**config.mk**
```make
export PLATFORM = sky130hd
export DESIGN_NAME = byte_dispatch_controller
export DESIGN_NICKNAME = d
export VERILOG_FILES = /design/src/rtl/byte_dispatch_controller_pkg.sv /design/src/rtl/byte_dispatch_controller_fifo.sv /design/src/rtl/byte_dispatch_controller.sv
export SDC_FILE = /design/constraint.sdc
export NUM_CORES = 1
export LEC_CHECK = 0
export ABC_AREA = 1
export CAP_MARGIN = 25
export CORE_MARGIN = 3
export CORE_UTILIZATION = 33
export DETAILED_ROUTE_END_ITERATION = 8
export GPL_TIMING_DRIVEN = 0
export PLACE_DENSITY = 0.59
export SKIP_CTS_REPAIR_TIMING = 1
export SYNTH_ARGS = -nofsm -noshare
export SYNTH_HDL_FRONTEND = slang
export SYNTH_SLANG_ARGS = --single-unit
```
**constraint.sdc**
```tcl
create_clock -name clk -period 2.25 [get_ports clk]
set_input_delay 0.45 -clock clk [delete_from_list [all_inputs] [get_ports clk]]
set_output_delay 0.45 -clock clk [all_outputs]
set_load 0.01 [all_outputs]
```
**src/rtl/byte_dispatch_controller_pkg.sv**
```systemverilog
// Shared definitions for the byte dispatcher and the downstream 1-to-4 demux.
// Holds the lane geometry, the per-cycle action encoding and the one-hot select decode.
package byte_dispatch_controller_pkg;

    localparam int unsigned LANES = 4;
    localparam int unsigned SEL_W = 2;

    typedef enum logic [1:0] {
        ACT_IDLE,
        ACT_DISPATCH,
        ACT_SKIP,
        ACT_FLUSH
    } action_e;

    function automatic logic [LANES-1:0] sel_onehot(input logic [SEL_W-1:0] sel);
        return LANES'(1) << sel;
    endfunction

endpackage

```
**src/rtl/byte_dispatch_controller_fifo.sv**
```systemverilog
// Synchronous FIFO with asynchronous reset that also clears the storage array.
// Full and empty are derived from the occupancy count; pointers wrap modulo DEPTH.
module byte_fifo #(
    parameter int unsigned WIDTH = 8,
    parameter int unsigned DEPTH = 4
) (
    input  logic                     clk,
    input  logic                     reset,
    input  logic                     push,
    input  logic                     pop,
    input  logic                     flush,
    input  logic [WIDTH-1:0]         din,
    output logic [WIDTH-1:0]         dout,
    output logic [$clog2(DEPTH):0]   count,
    output logic                     full,
    output logic                     empty
);

    localparam int unsigned AW = $clog2(DEPTH);
    localparam int unsigned CW = AW + 1;

    logic [WIDTH-1:0] mem [DEPTH];
    logic [AW-1:0]    wptr;
    logic [AW-1:0]    rptr;
    logic             do_push;
    logic             do_pop;

    assign full    = (count == CW'(DEPTH));
    assign empty   = (count == '0);
    assign do_push = push && !full;
    assign do_pop  = pop && !empty;
    assign dout    = mem[rptr];

    always_ff @(posedge clk or posedge reset) begin
        if (reset) begin
            for (int unsigned i = 0; i < DEPTH; i++) begin
                mem[i] <= '0;
            end
            wptr  <= '0;
            rptr  <= '0;
            count <= '0;
        end else if (flush) begin
            // storage is deliberately left intact; only the bookkeeping clears
            wptr  <= '0;
            rptr  <= '0;
            count <= '0;
        end else begin
            if (do_push) begin
                mem[wptr] <= din;
                wptr      <= wptr + AW'(1);
            end
            if (do_pop) begin
                rptr <= rptr + AW'(1);
            end
            case ({do_push, do_pop})
                2'b10:   count <= count + CW'(1);
                2'b01:   count <= count - CW'(1);
                default: count <= count;
            endcase
        end
    end

endmodule

```
**src/rtl/byte_dispatch_controller.sv**
```systemverilog
// Buffers a byte stream and hands each byte to the next ready demux lane round-robin.
// Lanes that are not ready are skipped at a cost of one cycle each.
module byte_dispatch_controller
    import byte_dispatch_controller_pkg::*;
#(
    parameter int unsigned DEPTH = 4,
    parameter int unsigned WIDTH = 8
) (
    input  logic                     clk,
    input  logic                     reset,
    input  logic                     flush,
    input  logic                     in_valid,
    input  logic [WIDTH-1:0]         in_data,
    output logic                     in_ready,
    input  logic [LANES-1:0]         lane_ready,
    output logic [WIDTH-1:0]         a,
    output logic [SEL_W-1:0]         s,
    output logic                     out_valid,
    output logic [LANES-1:0]         lane_we,
    output logic [$clog2(DEPTH):0]   count
);

    logic    full;
    logic    empty;
    logic    push;
    action_e act;

    assign in_ready  = !full && !flush;
    assign push      = in_valid && in_ready;
    assign out_valid = !empty;

    always_comb begin
        act = ACT_IDLE;
        if (flush) begin
            act = ACT_FLUSH;
        end else if (out_valid) begin
            act = lane_ready[s] ? ACT_DISPATCH : ACT_SKIP;
        end
    end

    assign lane_we = (act == ACT_DISPATCH) ? sel_onehot(s) : '0;

    always_ff @(posedge clk or posedge reset) begin
        if (reset) begin
            s <= '0;
        end else begin
            case (act)
                ACT_FLUSH:    s <= '0;
                ACT_DISPATCH,
                ACT_SKIP:     s <= s + SEL_W'(1);
                default:      s <= s;
            endcase
        end
    end

    byte_fifo #(
        .WIDTH (WIDTH),
        .DEPTH (DEPTH)
    ) u_fifo (
        .clk   (clk),
        .reset (reset),
        .push  (push),
        .pop   (act == ACT_DISPATCH),
        .flush (flush),
        .din   (in_data),
        .dout  (a),
        .count (count),
        .full  (full),
        .empty (empty)
    );

endmodule

```
==> flow_summary_export.csv <==
group,metric,value,unit
cells_and_area,final_common_cell,"nand2_1",
clock_network,cts_tree,"built",
flow_run,maxCapViolations,0,
pwr,pwr-share-clk,0.159,
worst_setup_path,cp-start-kind,"input port",
timing,fmax,481,MHz
worst_setup_path,reg2reg_to,"u_fifo.count[2]$_DFFE_PP0P_",
clock_network,htree_levels,2,
timing,hold_ws,488,ps
grt,grt_max_degree,42,
worst_setup_path,slowest_delay,390,ps
cells_and_area,final_cell_mix,"nand2_1, dfrtp_1, o21ai_1",
timing,period_needed,2080,ps
timing,max_slew.worst_pin.slew,860,ps
timing,worst_slack,170,ps
placement,dp_cells,352,
clock_network,path_clk_slew,80,ps
pwr,p_leak,1.49,nW
worst_setup_path,critPathSlowestCell,"clkdlybuf4s50_1",
detailed_routing,dr.pass1.iters,4,
detailed_routing,drtIter0Drc,68,
die,initial_core_util,0.352,
cells_and_area,nFillCells,613,
clock_network,insertion_delay,300,ps
synthesis,synthCells,243,
synthesis,synth_area,0.00215,mm²
timing,clock-skew-final,8.63,ps
cells_and_area,fin_cells,363,
detailed_routing,via_per_inst,4.73,
worst_setup_path,critPathRequiredTime,2440,ps
pwr,seqPwrFrac,0.382,
die,dieHeight,86.6,µm
synthesis,yosysSeqAreaShare,0.478,
pwr,switchingPower,1.28,mW
worst_setup_path,crit_start,"lane_ready[1]",
clock_network,root_buffer,"clkbuf_8",
grt,grt_remaining_overflow,0,
timing,finalSetupViolations,0,
grt,grt_usage,0.142,
timing,final-hold-violation-count,0,
placement,dp_slack,-236,ps
worst_setup_path,endpoint,"u_fifo.count[2]$_DFFE_PP0P_",
worst_setup_path,r2r_cells,14,
worst_setup_path,path_cells,"clkdlybuf4s50_1 > inv_1 > nand2_1 > nand3_1 > nand2_2 > buf_4 > nand3_2 > inv_1 > fa_1 > xnor2_1 > inv_1 > nand2_1 > nand2_1 > nand3_1 > nand2_1",
detailed_routing,routed_wirelength,4890,µm
timing,finalMaxSlewViolations,0,
synthesis,synthesis.nets,268,
worst_setup_path,cpMostUsedCell,"nand2_1",
detailed_routing,wl_per_cell,13.5,µm
pwr,swShare,0.382,
timing,rsz0062_at_grt,"no",
pwr,powerDensity,1220,mW/mm²
cells_and_area,stdcell_area,0.00276,mm²
synthesis,ys_types,25,
clock_network,cts_buffers,5,
synthesis,yosysWarnings,0,
clock_network,clock_sinks,41,
pwr,vdd_drop_max,0.516,mV
synthesis,ys_ff_latch,41,
worst_setup_path,worst-path-max-fanout,5,
cells_and_area,fin_util,0.452,
run_status,status,"complete, no violations",
placement,place.gp.congestion,0.737,
placement,port_buffers,34,
grt,grt_pass1_wl,8220,µm
grt,grt_pass1_vias,1634,
pwr,pwr-share-comb,0.459,
placement,hpwl,3310,µm
cells_and_area,final_nets,312,
hold_path,hp-class,"flip-flop to flip-flop",
worst_setup_path,critical_path_class,"input port to flip-flop",
worst_setup_path,timing.rr.start,"s[0]$_DFFE_PP0P_",
clock_network,cts_buffer_depth,2,
cells_and_area,drive_gt1_frac,0.174,
die,coreArea,0.00610,mm²
cells_and_area,n_antenna_cell,0,
synthesis,avgSynthCellArea,8.83,µm²
detailed_routing,drc,0,
cells_and_area,area_growth,28.4,%
timing,period_share,0.925,
timing,max_slew_margin,0.426,
worst_setup_path,ff2ff_setup_slack,210,ps
detailed_routing,ant_nets,0,
die,dieArea,0.00751,mm²
die,pin_count,35,
grt,antenna_found_initial,0,
worst_setup_path,end_kind,"flip-flop",
die,die_w,86.6,µm
pwr,p_int,2.08,mW
worst_setup_path,critPathArrivalTime,2270,ps
placement,place_area,0.00258,mm²
detailed_routing,via_count,1717,
die,placementRows,28,
[synth_stat cells]
cell       n  area, µm²
fa_1       1       20.0
buf_6      4       45.0
buf_2      2       10.0
o21ai_1   25        125
inv_2      2       7.51
inv_1     26       97.6
nor2_4     1       11.3
nand3_1    8       40.0
nor2_1    21       78.8
nand2_4    6       67.6
ha_1       8        100
a21oi_1    2       10.0
o21ai_2    8       70.1
nand2_2    5       31.3
o22ai_1    8       50.1
nand3_2    1       10.0
nand4_1    1       6.26
nand3_4    1       17.5
inv_6      3       26.3
nand2_1   45        169
xnor2_1    1       8.76
o21ai_0   21        105
a22o_1     1       8.76
clkbuf_1   1       3.75
dfrtp_1   41       1030
[power groups by stage]
| stage | registers, mW | clock network (mW) | logic [mW] |
|---|---|---|---|
| after detailed placement | 1.29 | 0 | 1.55 |
| after CTS | 1.28 | 0.543 | 1.56 |
| final | 1.28 | 0.534 | 1.55 |
| after floorplan | 1.26 | 0 | 0.967 |
| after global placement | 1.28 | 0 | 1.53 |
| after global routing | 1.33 | 0.576 | 1.73 |
[routing by layer]
metal,track usage,up-vias,wire (µm),part of all wire
li1,-,883,-,-
met1,0.200,801,2380,0.49
met2,0.218,27,2280,0.47
met3,0.0285,6,151,0.031
met4,0.0467,0,68,0.014
met5,0,-,0,0
[state kept, by name (all words and copies together) (netlist names)]
signal        count
s                 2
u_fifo.count      3
u_fifo.mem       32
u_fifo.rptr       2
u_fifo.wptr       2
[critical path: cells and delay by family]
| family | cells | cell delay, ps |
|---|---|---|
| AND/OR/NAND/NOR | 8 | 540 |
| XOR/XNOR | 1 | 190 |
| buffers and inverters | 5 | 700 |
| adder cells (fa/ha/maj) | 1 | 390 |
[stage by stage]
stage          setup TNS (ps)  power [mW]
2_1_floorplan               0        2.23
3_3_place_gp            -5220        2.82
3_5_place_dp            -1780        2.85
4_1_cts                 -4260        3.38
5_1_grt                     0        3.64
6_report                    0        3.36
[how the worst min path moves through the flow]
stage / startpoint / endpoint / slack (ps) / cells past startpoint
final: u_fifo.mem[29]$_DFFE_PP0P_ / u_fifo.mem[29]$_DFFE_PP0P_ / 490 / 2
after global placement: u_fifo.mem[26]$_DFFE_PP0P_ / u_fifo.mem[26]$_DFFE_PP0P_ / 460 / 2
after floorplan: u_fifo.mem[15]$_DFFE_PP0P_ / u_fifo.mem[15]$_DFFE_PP0P_ / 450 / 2
after global routing: u_fifo.mem[26]$_DFFE_PP0P_ / u_fifo.mem[26]$_DFFE_PP0P_ / 500 / 2
after detailed placement: u_fifo.mem[26]$_DFFE_PP0P_ / u_fifo.mem[26]$_DFFE_PP0P_ / 470 / 2
after CTS: u_fifo.mem[27]$_DFFE_PP0P_ / u_fifo.mem[27]$_DFFE_PP0P_ / 490 / 2
[logic make-up (layout without fill, tap and decap cells)]
kind of cell,after synthesis,in the layout,synth area share
DFF,41,41,0.478
AOI/OAI and AO/OA,65,65,0.172
buffers and inverters,38,83,0.0886
and+or+nand+nor,89,89,0.201
adders and majority gates,9,9,0.0560
xor gates and xnor gates,1,1,0.00408
[final cells by class]
cell class,count,area [µm²],share of cell area
flip-flops and latches,41,1030,0.373
multi-input cells,164,930,0.337
repair buffers,37,395,0.144
inverters,31,139,0.0504
clock buffers,7,96.3,0.0350
well taps,75,93.8,0.0341
plain buffers,7,67.6,0.0245
clock inverters,1,5.00,0.00182
Power figures use the tool's default switching activity.
==> edit, RTL diff (same settings) <==
Set the package constant `LANES` to 5 (it was 4).
--- a/src/rtl/byte_dispatch_controller_pkg.sv
+++ b/src/rtl/byte_dispatch_controller_pkg.sv
@@ -3,5 +3,5 @@
 package byte_dispatch_controller_pkg;
 
-    localparam int unsigned LANES = 4;
+    localparam int unsigned LANES = 5;
     localparam int unsigned SEL_W = 2;
 
Interface: changed (resized lane_ready and lane_we); port bits go from 35 to 37. The function was not compared with the original's and may differ.
==> edit against the original RTL <==
- worst hold slack worse by 0.0019 ns
- worst setup slack gained 0.049 ns
- sequential share of layout area down 0.60 points
- sequential cell count did not move
- fmax increased by 2.4%
- synthesized cell count increased by 0.82%
- design area rose by 1.6%
- core utilization grew 0.48 points
- power grew 3.8%
- synthesized area grew 0.52%
- first-iteration DRC count is 16% lower
- clock power grew 17%
- routed wire length up 2.6%
- die area is 0.50% higher
==> edit: results (changes against the original RTL) <==
[critical_path]
crit_fanout=5  ; unchanged
critPathSlowestCell=clkdlybuf4s50_1  ; unchanged
r2r_cells=14  ; unchanged
cp.arrival_ns=2.22  ; was 2.27 ns
rrSetupSlack_ns=0.29  ; was 0.21 ns
crit_family=buffers and inverters  ; unchanged
max_stage_delay_ns=0.39  ; about the same

[final_layout]
nFillCells=603  ; was 613
drive_gt1_share_pct=18.3  ; was 17.4%
finish.net_count=315  ; was 312
layoutNonFillerInstCount=365  ; was 363
top_regs=u_fifo.mem (32), u_fifo.count (3)  ; unchanged
antennaDiodeCount=0  ; unchanged

[clocking]
clk_pin_slew_ns=0.08  ; about the same
root_buffer=clkbuf_8  ; unchanged
ctsHtreeMaxLevel=2  ; unchanged
cts_buffers=5  ; unchanged
clockBufferDepth=2  ; unchanged
clk_latency_ns=0.30  ; about the same

[global_routing]
grt_pass1_vias=1615  ; was 1634
grt_usage_pct=14.4  ; was 14.2%
grt_first_pass_wirelength_um=8350  ; was 8220 um
antenna_found_initial=0  ; unchanged
grt_max_degree=42  ; unchanged

[placement]
placedCellCount=354  ; was 352
hpwl_um=3380  ; was 3310 um
place.gp.congestion=0.753  ; was 0.737
io_buffer_count=34  ; unchanged

[timing]
fin_skew_ns=0.0101  ; was 0.00863 ns
relSlewSlack_pct=40.8  ; was 42.6%
worst_hold_slack_ns=0.486  ; was 0.488 ns

[synth]
asyncSetResetFlopFracSynth_pct=100  ; unchanged
ys.warnings.count=0  ; unchanged
synth_cell_type_count=27  ; was 25
avgSynthCellArea_um2=8.80  ; was 8.83 um2
synth_top_flop_cell=dfrtp_1  ; unchanged
yosys-top-cells-count=nand2_1 (45), dfrtp_1 (41), inv_1 (26), o21ai_1 (25)  ; unchanged
seq_area_frac_synth_pct=47.6  ; was 47.8%
syn_nets=271  ; was 268
synth.area.top_cells=dfrtp_1 (48%), nand2_1 (7.8%), o21ai_1 (5.8%), o21ai_0 (4.9%), ha_1 (4.6%)  ; was dfrtp_1 (48%), nand2_1 (7.9%), o21ai_1 (5.8%), o21ai_0 (4.9%), ha_1 (4.7%)

[routing]
dr.pass1.iters=4  ; unchanged
vias_per_cell=4.74  ; was 4.73
detail_route.iter0.violations=57  ; was 68
wl_um=5020  ; was 4890 um

[worst_hold_path]
hold_path_depth=2  ; unchanged
min_path_type=reg2reg  ; unchanged

[power_and_ir_drop]
ir_drop_uv=384  ; was 516 uV
p_leak_nw=1.51  ; was 1.49 nW

[status]
status=complete, no violations  ; unchanged

-- edit: area by class of cell --
class / count / share of cell area [%]
Clock buffer: 6 / 2.95
Sequential cell: 41 / 36.7
Clock inverter: 2 / 1.34
Timing Repair Buffer: 37 / 14.1
Inverter: 31 / 4.96
Multi-Input combinational cell: 165 / 33.9
Buffer: 8 / 2.68
Tap cell: 75 / 3.35
-- edit: metal layers --
| metal | vias to the layer above | part of all wire (%) | GRT usage, % |
|---|---|---|---|
| met5 | - | 0 | 0 |
| met4 | 0 | 1.3 | 5.95 |
| met3 | 5 | 3.3 | 2.37 |
| met2 | 24 | 47 | 21.6 |
| met1 | 819 | 48 | 20.6 |
| li1 | 881 | - | - |
-- edit: cell families (layout without fill, tap and decap cells) --
| logic type | Yosys count | after routing | synth area share (%) |
|---|---|---|---|
| simple gates | 89 | 89 | 20.0 |
| compound gates | 65 | 65 | 17.1 |
| flops | 41 | 41 | 47.6 |
| buf+inv | 39 | 84 | 9.16 |
| fa+ha+maj | 9 | 9 | 5.57 |
| other cells | 1 | 1 | 0.174 |
| xor+xnor | 1 | 1 | 0.406 |
-- edit: path summary, 6_finish.rpt --
check / from / to
max: lane_ready[1] / u_fifo.count[2]
min: u_fifo.mem[29] / u_fifo.mem[29]
max reg2reg: s[0] / u_fifo.count[2]
min reg2reg: u_fifo.mem[29] / u_fifo.mem[29]
max in group asynchronous: reset / s[0]
min in group asynchronous: reset / u_fifo.mem[27]
-- edit: worst min-delay path: cells and delay by family (launching register included) --
kind,cells,cell delay (ns)
flip-flops,1,0.34
AND/OR/NAND/NOR,1,0.06
AO/OA/AOI/OAI,1,0.05
-- edit: through the flow --
stage / util, % / instance area [um2] / setup WS, ns
floorplan: - / 2160 / 0.372
global placement: 42.3 / 2590 / -0.246
detailed placement: 42.3 / 2590 / -0.250
CTS: 44.2 / 2710 / -0.436
global route: 45.7 / 2800 / 0.0180
finish: 45.7 / 2800 / 0.219
-- edit: power breakdown --
group          internal, mW  switching (mW)  leakage (nW)
Clock                 0.361           0.265        0.0574
Combinational         0.761           0.823         0.923
Sequential             1.06           0.224         0.524
Total                  2.18            1.31          1.51
